File: src/rtl/acc_ctrl.sv
// acc_ctrl: multi-cycle fetch/decode control unit that drives accumulator, register-file and ALU controls.
module acc_ctrl #(
    parameter int PC_W = 4
) (
    input  logic            clk,
    input  logic            CLB,
    input  logic            run,
    output logic            imem_req,
    output logic [PC_W-1:0] imem_addr,
    input  logic            imem_ack,
    input  logic [7:0]      imem_data,
    input  logic            acc_zero,
    output logic            loadAcc,
    output logic [1:0]      sel_acc,
    output logic [3:0]      imm,
    output logic [3:0]      reg_sel,
    output logic            reg_we,
    output logic [2:0]      alu_op,
    output logic [PC_W-1:0] pc,
    output logic            halted
);
    typedef enum logic [2:0] {IDLE, FETCH, DECODE, EXEC, WRITE, HALT} state_t;

    state_t          state_q;
    logic [PC_W-1:0] pc_q;
    logic [7:0]      ir_q;
    logic            req_q, load_acc_q, reg_we_q, halted_q;
    logic [1:0]      sel_acc_q;
    logic [3:0]      imm_q, reg_sel_q;
    logic [2:0]      alu_op_q;
    logic [3:0]      opc, opr;

    assign opc       = ir_q[7:4];
    assign opr       = ir_q[3:0];
    assign imem_req  = req_q;
    assign imem_addr = pc_q;
    assign pc        = pc_q;
    assign loadAcc   = load_acc_q;
    assign reg_we    = reg_we_q;
    assign sel_acc   = sel_acc_q;
    assign imm       = imm_q;
    assign reg_sel   = reg_sel_q;
    assign alu_op    = alu_op_q;
    assign halted    = halted_q;

    always_ff @(posedge clk or posedge CLB) begin
        if (CLB) begin
            state_q    <= IDLE;
            pc_q       <= '0;
            ir_q       <= '0;
            req_q      <= 1'b0;
            load_acc_q <= 1'b0;
            reg_we_q   <= 1'b0;
            halted_q   <= 1'b0;
            sel_acc_q  <= '0;
            imm_q      <= '0;
            reg_sel_q  <= '0;
            alu_op_q   <= '0;
        end else begin
            // strobes are single-cycle unless a state re-asserts them
            load_acc_q <= 1'b0;
            reg_we_q   <= 1'b0;
            case (state_q)
                IDLE: if (run) begin
                    state_q <= FETCH;
                    req_q   <= 1'b1;
                end
                FETCH: if (imem_ack) begin
                    ir_q    <= imem_data;
                    pc_q    <= pc_q + 1'b1;
                    req_q   <= 1'b0;
                    state_q <= DECODE;
                end
                DECODE: if (opc == 4'hF) begin
                    state_q  <= HALT;
                    halted_q <= 1'b1;
                end else if (opc == 4'h0 || opc >= 4'hA) begin
                    state_q <= FETCH;
                    req_q   <= 1'b1;
                    if (opc == 4'hA || (opc == 4'hB && acc_zero))
                        pc_q <= PC_W'(opr);
                end else begin
                    state_q   <= EXEC;
                    sel_acc_q <= opc == 4'h1 ? 2'b11 : opc == 4'h2 ? 2'b10 : 2'b00;
                    imm_q     <= opc == 4'h1 ? opr : 4'h0;
                    reg_sel_q <= opc == 4'h1 ? 4'h0 : opr;
                    alu_op_q  <= opc >= 4'h4 ? 3'(opc - 4'd4) : 3'd0;
                    reg_we_q  <= opc == 4'h3;
                end
                EXEC: if (opc == 4'h3) begin
                    state_q   <= FETCH;
                    req_q     <= 1'b1;
                    sel_acc_q <= '0;
                    imm_q     <= '0;
                    reg_sel_q <= '0;
                    alu_op_q  <= '0;
                end else begin
                    state_q    <= WRITE;
                    load_acc_q <= 1'b1;
                end
                WRITE: begin
                    state_q   <= FETCH;
                    req_q     <= 1'b1;
                    sel_acc_q <= '0;
                    imm_q     <= '0;
                    reg_sel_q <= '0;
                    alu_op_q  <= '0;
                end
                HALT: ;
                default: state_q <= IDLE;
            endcase
        end
    end
endmodule

File: config.mk
export PLATFORM = sky130hd
export DESIGN_NAME = acc_ctrl
export DESIGN_NICKNAME = d
export VERILOG_FILES = /design/src/rtl/acc_ctrl.sv
export SDC_FILE = /design/constraint.sdc
export NUM_CORES = 1
export LEC_CHECK = 0
export ABC_AREA = 1
export BUFFER_PORTS_ARGS = -buffer_cell sky130_fd_sc_hd__buf_2
export CAP_MARGIN = 20
export CELL_PAD_IN_SITES_DETAIL_PLACEMENT = 1
export CELL_PAD_IN_SITES_GLOBAL_PLACEMENT = 2
export CORE_MARGIN = 2
export CORE_UTILIZATION = 33
export DETAILED_ROUTE_END_ITERATION = 7
export GPL_TIMING_DRIVEN = 1
export PLACE_DENSITY = 0.9
export SETUP_SLACK_MARGIN = 0.5
export SYNTH_ARGS = -nofsm -noshare
export SYNTH_HDL_FRONTEND = slang
export SYNTH_SLANG_ARGS = --single-unit
File: constraint.sdc
create_clock -name clk -period 3.7 [get_ports clk]
set_input_delay 0.555 -clock clk [delete_from_list [all_inputs] [get_ports clk]]
set_output_delay 0.555 -clock clk [all_outputs]
set_load 0.005 [all_outputs]
Yosys cells after proc, flatten, opt, wreduce, memory -nomap -nowiden. Index checks and enable logic that the tools add are counted.

Memories: 0. Bits in read-only memories: 0. Output and inout port bits: 25. Flip-flop bits (word level): 32. Bits in writable memories: 0. Bits in latches: 0.

$mul: 0. Reduce and logical (&&, ||, !) cells: 14. Multiplexer cells: 42. $add $sub $neg: 2. Divide/modulo/power cells: 0. Bitwise gates (word level): 1. Shift operators: 0. Order comparisons: 2. Eq/ne operators: 18.

Operators with widths (number): 4-bit 2-to-1 mux (11); 3-bit 2-to-1 mux (8); 4-bit case mux with 3 select lines (2); 3-bit case mux with 6 select lines (1); 2-bit inequality test, second input constant (7); 4-bit == test, second input constant (3); 2-bit 2-to-1 mux (6); 1-bit 2-to-1 mux (10); 3-bit case mux with 3 select lines (1); 4-bit by 2-bit == test with 1-bit output, second input constant (2); 4-bit case mux with 2 select lines (1); 3-bit by 2-bit == test with 1-bit output, second input constant (2); 3-bit == test, second input constant (2); 2-bit case mux with 3 select lines (1); 6-bit AND reduction (1); 1-bit case mux with 5 select lines (1); 5-bit AND reduction (1); 5-bit nonzero test (1); 4-bit by 1-bit adder with 4-bit output, second input constant (1); 4-bit by 1-bit == test with 1-bit output, second input constant (1); 4-bit by 3-bit >= comparator with 1-bit output, second input constant (1); 4-bit >= comparator, second input constant (1); 4-bit logical NOT (1); 2-bit AND reduction (2); 10 further kinds (11).

Logic depth before layout (Yosys ltp). Gate-level depths: netlist (run 1).

Word-level depth: 7. Depth in mapped cells: 10. Gate-level depth less buffers: 9.

Least setup slack after synthesis (run 1). Ideal clock, no wire load.

Path type: register -> register. Start point: register state_q[2]. End point: register reg_sel_q[3] (netlist: reg_sel[3]). Data required time: 3.582 ns. Path buffers: 1. Slack: 2.359 ns. Library setup time: 0.118 ns. Arrival: 1.223 ns. Stages on the path, launching flop included: 10. Cell sequence: dfrtp_1 -> inv_2 -> nand2_2 -> nor2_4 -> nand3_1 -> nand2_2 -> nand2_4 -> buf_6 -> nand2_1 -> o21ai_2.

Cells in the longest elaborated chain, start to end: 3. Elaborated cells on any way between the ends: 9. Classes of those cells: 6 x eq/ne; 1 x mux; 2 x reduce/logical.

Ends and longest elaborated chain: start, declared (line 24) `state_t state_q;`; start signal, assigned (line 48) `state_q <= IDLE;`; start signal, assigned (line 65) `state_q <= FETCH;`; start signal, assigned (line 72) `state_q <= DECODE;`; 3-bit by 2-bit == test with 1-bit output / 3-bit == test (equally long branches) (line 63) `case (state_q)`; 2-bit inequality test (no source line) / 3-bit nonzero test (equally long branches); 4-bit AND reduction (no source line); end signal, assigned (line 86) `reg_sel_q <= opc == 4'h1 ? 4'h0 : opr;`; end, declared (line 29) `logic [3:0] imm_q, reg_sel_q;`.

Parallel ways exist; a longest one is shown, timed or not. A chain may end at the register's enable or synchronous reset.

Worst setup path in the final report (run 1).
Start point: register state_q[0]. End point: register sel_acc_q[1] (netlist: sel_acc[1]).

Cells in the longest elaborated chain, start to end: 3. Elaborated cells on any way between the ends: 9. Classes of those cells: 6 x eq/ne; 1 x mux; 2 x reduce/logical.

Ends and longest elaborated chain: 3-bit by 2-bit == test with 1-bit output / 3-bit == test (equally long branches) (line 63); 2-bit inequality test (no source line) / 3-bit nonzero test (equally long branches); 4-bit AND reduction (no source line); end signal, assigned (line 84) `sel_acc_q <= opc == 4'h1 ? 2'b11 : opc == 4'h2 ? 2'b10 : 2'b00;`; end, declared (line 28) `logic [1:0] sel_acc_q;`.

Parallel ways exist; a longest one is shown, timed or not.

==> results of run 1 <==
-- kinds of logic after synthesis --
logic type                 count (synthesis)  synth area share (%)
AOI/OAI and AO/OA                         34                  13.8
xor gates and xnor gates                   1                 0.534
adders and majority gates                  1                 0.763
buffers and inverters                     28                  9.08
DFF                                       32                  48.8
muxes                                      1                 0.686
and+or+nand+nor                           98                  26.3
-- layout by cell type, fill, tap and decap left out, types with 2 or more instances in the layout --
cell,count
nand2_1,45
o21ai_2,13
buf_2,37
nand2_2,5
nand4_1,3
clkbuf_1,2
nand3_1,13
dfrtp_1,32
nor2_4,2
nor2_1,27
a21oi_1,9
nor2_2,2
inv_2,2
clkbuf_8,6
o21ai_0,9
inv_1,18
-- path summary, 6_finish.rpt --
kind                             from         end  slack, ps
hold reg to reg                halted      halted        470
min in group clk               halted      halted        470
max in group asynchronous         CLB  sel_acc[0]       2570
setup / recovery           state_q[0]  sel_acc[1]       1960
hold / removal                    CLB  reg_sel[2]        440
setup reg to reg           state_q[0]  sel_acc[1]       1960
-- final cells by class --
type | instances | area [sq um] | area share, %
flip-flops and latches | 32 | 801 | 41.4
multi-input cells | 135 | 691 | 35.7
repair buffers | 38 | 193 | 9.97
clock buffers | 8 | 90.1 | 4.66
well taps | 67 | 83.8 | 4.34
inverters | 20 | 75.1 | 3.88
-- power breakdown --
| group | internal, mW | leakage, nW | total [mW] | switching (mW) |
|---|---|---|---|---|
| sequential | 0.500 | 0.398 | 0.631 | 0.132 |
| clock | 0.152 | 0.0455 | 0.280 | 0.128 |
| combinational | 0.291 | 0.584 | 0.774 | 0.483 |
-- routing by layer --
layer	up-vias	GRT usage, %	routed length [um]
met5	-	0	0
li1	689	-	-
met1	647	19.1	1760
met2	31	25.4	1840
met4	0	4.17	44
met3	6	5.96	187
-- flip-flops by register name (all words and copies together) (netlist names) --
signal,cells
alu_op,3
halted,1
imem_addr,4
imem_req,1
imm,4
ir_q,8
loadAcc,1
reg_sel,4
reg_we,1
sel_acc,2
state_q,3
-- through the flow --
step           std cells  area [sq um]  util (%)  power [mW]
2_1_floorplan        195          1640         -        1.24
3_3_place_gp         292          1840      38.8        1.40
3_5_place_dp         292          1840      38.8        1.43
4_1_cts              300          1930      40.7        1.72
5_1_grt              300          1930      40.7        1.86
6_report             300          1930      40.7        1.69
==> metrics.md, run 1 <==
| Metric | Value |
|---|---|
| Total GRT Usage | 15.5% |
| ANT cells | 0 |
| Post_cts resized | 0 |
| Nets@finish | 246 |
| Cells on worst reg2reg path | 6 |
| Rows | 25 |
| Worst skew pair latency | 280 ps |
| Count leader, synth | nand2_1 |
| Most frequent cells after synthesis | 45 x nand2_1, 32 x dfrtp_1, 27 x nor2_1, 18 x inv_1 |
| Gpl congestion | 0.801 |
| Crit path buf inv count | 0 |
| Setup ws final | 1960 ps |
| Syn Nets | 209 |
| CP max stage delay | 470 ps |
| Max_cap viols | 0 |
| Lkg Pwr | 1.03 nW |
| Cells along the critical path | nor2_2, o21ai_2, nand2_2, nand2_4, nand2_1, o21ai_2 |
| Top Family by Delay on Critical Path | simple AND/OR/NAND/NOR gates |
| Crit end category | register |
| Sink Count | 32 |
| Number of remaining DRC errors | 0 |
| Initial antenna violation count | 0 |
| CP dominant cell by count | o21ai_2 |
| Clock tree buffer depth | 2 |
| DP Wirelength | 2970 um |
| Starting density of the core | 34.5% |
| Avg Cell Area, Syn | 8.41 sq um |
| DRT iter0 DRCs | 34 |
| Synth unique cells | 24 |
| Crit path time final | 1740 ps |
| CTS tree | built |
| First-pass GRT wire length | 6420 um |
| Slew Viols, Final | 0 |
| Worst-path clk slew | 70 ps |
| Post-CTS setup buffer count | 0 |
| Area growth syn-to-layout | 17.8% |
| Syn Inst Count | 195 |
| Clock skew | 5.76 ps |
| Synth Warn # | 0 |
| Chip Width | 74.5 um |
| Drt via density | 4.58 |
| Hold Vio Cnt, Final | 0 |
| Drt first pass iters | 2 |
| Hold_buf cts | 0 |
| ANT nets after route | 0 |
| H-tree depth | 2 |
| Arrival time worst endpoint | 1940 ps |
| Vias in the first global route | 1,405 |
| Slowest cell on crit path | dfrtp_1 |
| TNS Setup | 0 ps |
| Synth area leader | dfrtp_1 |
| CTS Buf Count | 5 |
| Startpoint type of the worst setup path | register |
| Hold slack | 436 ps |
| Least-Margin Pin Slew | 849 ps |
| Root Driver | clkbuf_8 |
| DRT Wirelength | 3840 um |
| Min-delay worst type | in -> async |
| Run status | finished clean |
| Power per cell area | 872 mW/mm^2 |
| Dominant cells by area after synthesis | dfrtp_1 49%, nand2_1 10%, o21ai_2 6.9% |
| Critical Path Stages | 6 |
| Slew HR | 43.3% |
| Ys flop type | dfrtp_1 |
| VDD IR max | 289 uV |
| GR Overflow Total | 0 |
| # fillers | 609 |
| Unrepaired setup endpoints after global routing | no |
| CP max FO | 25 |
| Fmax | 0.575 GHz |
| Area share of the largest cell type after synthesis | 48.8% |
| Ports | 38 |
| Post-DR wirelength/cell | 12.8 um |
| EDFF count, synth | 0 |
| Routed vias | 1,373 |
| Post-synthesis sequential area ratio | 48.8% |
| Register bit count reported by yosys | 32 |
| Final setup fails | 0 |
| Worst Path Required | 3910 ps |
| Crit Path Class | reg -> reg |
| Asr flop ratio synth | 100% |
| Largest net degree at the start of global routing | 26 |
| I/O Buffers | 37 |
| Part of the cycle the worst path needs | 47.0% |
| Core area | 0.00475 sq mm |
| Die height | 74.5 um |
| DP Worst Slack | 1990 ps |
| Post-Syn Area | 0.00164 sq mm |
| Die area | 0.00555 sq mm |
| Layout cells sized above 1 | 30.0% |
Power figures use the tool's default switching activity.
==> run 2, diff against run 1 <==
CORE_UTILIZATION = 28   (was 33)
PLACE_DENSITY = 0.82   (was 0.9)
clock period = 1.55 ns   (was 3.7 ns; I/O delays follow)
==> run 2 against run 1 <==
  * Cell area rose by 37%
  * Maximum frequency increased by 28%
  * Setup slack got worse by 1800 ps
  * Final cell count up 17%
  * Wire length up 31%
  * Critical path depth rose by 2
  * Combinational power rose to 4.4 times the previous value
  * Die area rose by 17%
  * Clock power grew 140%
  * Register-to-register slack lost 1800 ps
  * Total power increased to 3.4 times the previous value
  * Sequential power rose by 140%
  * Largest cell class is now multi-input combinational cells
  * Largest power group unchanged
  * Highest routed layer unchanged
==> metrics.md, run 2 (synthesis gave the netlist of run 1 again) <==
| Metric | Value |
|---|---|
| Vias in the first global route | 1,672 |
| Crit path time final | 1360 ps |
| Least-Margin Pin Slew | 415 ps |
| CP max stage delay | 400 ps |
| Area growth syn-to-layout | 61.6% |
| TNS Setup | 0 ps |
| Arrival time worst endpoint | 1540 ps |
| Gpl congestion | 0.725 |
| GR Overflow Total | 0 |
| CP max FO | 6 |
| Number of flip-flops in the largest register | 8 |
| Register area | 810 sq um |
| Post-placement cell count | 302 |
| Net Sw Frac | 44.2% |
| Layout cells sized above 1 | 59.6% |
| Final setup fails | 0 |
| Min-delay worst type | in -> async |
| Switching pwr | 2.50 mW |
| Die area | 0.00649 sq mm |
| Fmax | 0.734 GHz |
| Clock tree buffer depth | 2 |
| Worst-path clk slew | 70 ps |
| ANT nets after route | 0 |
| H-tree depth | 2 |
| Max_cap viols | 0 |
| Power per cell area | 2130 mW/mm^2 |
| Routed vias | 1,596 |
| DRT Wirelength | 5030 um |
| Starting density of the core | 29.4% |
| Clock skew | 7.96 ps |
| Part of the cycle the worst path needs | 87.9% |
| Ports | 38 |
| Post-DR wirelength/cell | 14.3 um |
| Chip Width | 80.5 um |
| Reg power frac | 27.3% |
| Hold slack | 32.5 ps |
| Number of remaining DRC errors | 0 |
| Commonest non-fill, non-tap cell in the layout | buf_4 |
| Lkg Pwr | 1.32 nW |
| Internal power | 3.15 mW |
| Largest net degree at the start of global routing | 33 |
| Total GRT Usage | 16.6% |
| CTS tree | built |
| Crit path buf inv count | 2 |
| Worst Path Required | 1730 ps |
| Hold Vio Cnt, Final | 0 |
| Nets@finish | 293 |
| Final Non-Filler Cells | 352 |
| Hold_buf cts | 0 |
| Run status | finished clean |
| DP Wirelength | 2970 um |
| I/O Buffers | 37 |
| # fillers | 670 |
| DRT iter0 DRCs | 23 |
| CP dominant cell by count | nand2_4 |
| Drt via density | 4.53 |
| CTS Buf Count | 5 |
| Worst skew pair latency | 290 ps |
| Unrepaired setup endpoints after global routing | yes |
| ANT cells | 0 |
| Drt first pass iters | 4 |
| Initial antenna violation count | 0 |
| Root Driver | clkbuf_8 |
| Slew Viols, Final | 0 |
| Crit Path Class | reg -> reg |
| Commonest cells after routing, fill and taps aside | 35 x buf_4, 34 x buf_2, 28 x nand2_1, 25 x dfrtp_1, 17 x nand2_2 |
| Footprint of the multi-input gates | 988 sq um |
| Core area | 0.00557 sq mm |
| Sink Count | 32 |
| VDD IR max | 905 uV |
| Crit end category | register |
| Clk pwr share | 12.0% |
| Combinational share of power | 60.8% |
| Cells along the critical path | inv_2, nand2_4, nor2_4, nand2_2, nand2_4, inv_8, nand2_4, o21ai_2 |
| Slew HR | 72.4% |
| Largest register by flop count | ir_q |
| First-pass GRT wire length | 8110 um |
| Slowest cell on crit path | dfrtp_1 |
| Top Family by Delay on Critical Path | simple AND/OR/NAND/NOR gates |
| Rows | 27 |
| Die height | 80.5 um |
| Startpoint type of the worst setup path | register |
[run 2: metal layers]
metal	track usage (%)	vias to the layer above	part of all wire, %
met3	3.60	5	3.8
met4	4.58	0	0.92
met1	19.7	768	41
met5	0	-	0
met2	29.9	32	54
li1	-	791	-
[run 2: through the flow]
step                total power, mW  setup slack, ps  util [%]  area (sq um)
floorplan                      3.04              221         -          1660
global placement               3.48             63.9      34.1          1900
detailed placement             3.54             7.45      34.1          1900
CTS                            5.25              229      43.6          2430
global route                   6.12              123      47.6          2650
finish                         5.65              187      47.6          2650
[run 2: power groups by stage]
| stage | Sequential, mW | Combinational (mW) | Clock (mW) |
|---|---|---|---|
| after global routing | 1.59 | 3.78 | 0.748 |
| final | 1.54 | 3.43 | 0.675 |
| after detailed placement | 1.55 | 1.99 | 0 |
| after global placement | 1.53 | 1.94 | 0 |
| after floorplan | 1.50 | 1.53 | 0 |
| after CTS | 1.55 | 3.00 | 0.693 |
[run 2: repair_timing]
item / in CTS / in global routing
resized for setup: 60 / 25
setup buffers: 22 / 16
pin swaps: 19 / 3
gates cloned: 4 / 0
endpoints found under the setup margin: 40 / 55
endpoints found under the hold margin: 0 / 0
[run 2: path summary, 6_finish.rpt]
check	from	to	slack, ps	depth (start not counted)
max	state_q[2]	sel_acc[0]	190	8
min	CLB	ir_q[0]	30	3
max reg2reg	state_q[2]	sel_acc[0]	190	8
min reg2reg	halted	halted	480	2
max in group asynchronous	CLB	ir_q[6]	1190	3
min in group clk	imem_data[6]	ir_q[6]	190	2
[run 2: cell type report]
cell class,instances,area share (%)
inverter,20,3.11
clock inverter,2,0.378
tap,72,3.40
timing repair buffer,82,22.2
sequential,32,30.5
clock buffer,6,3.11
multi-input combinational,138,37.3
[run 2: worst min-delay path, delay by kind of cell]
kind,cells,cell delay [ps]
buffers and inverters,3,510
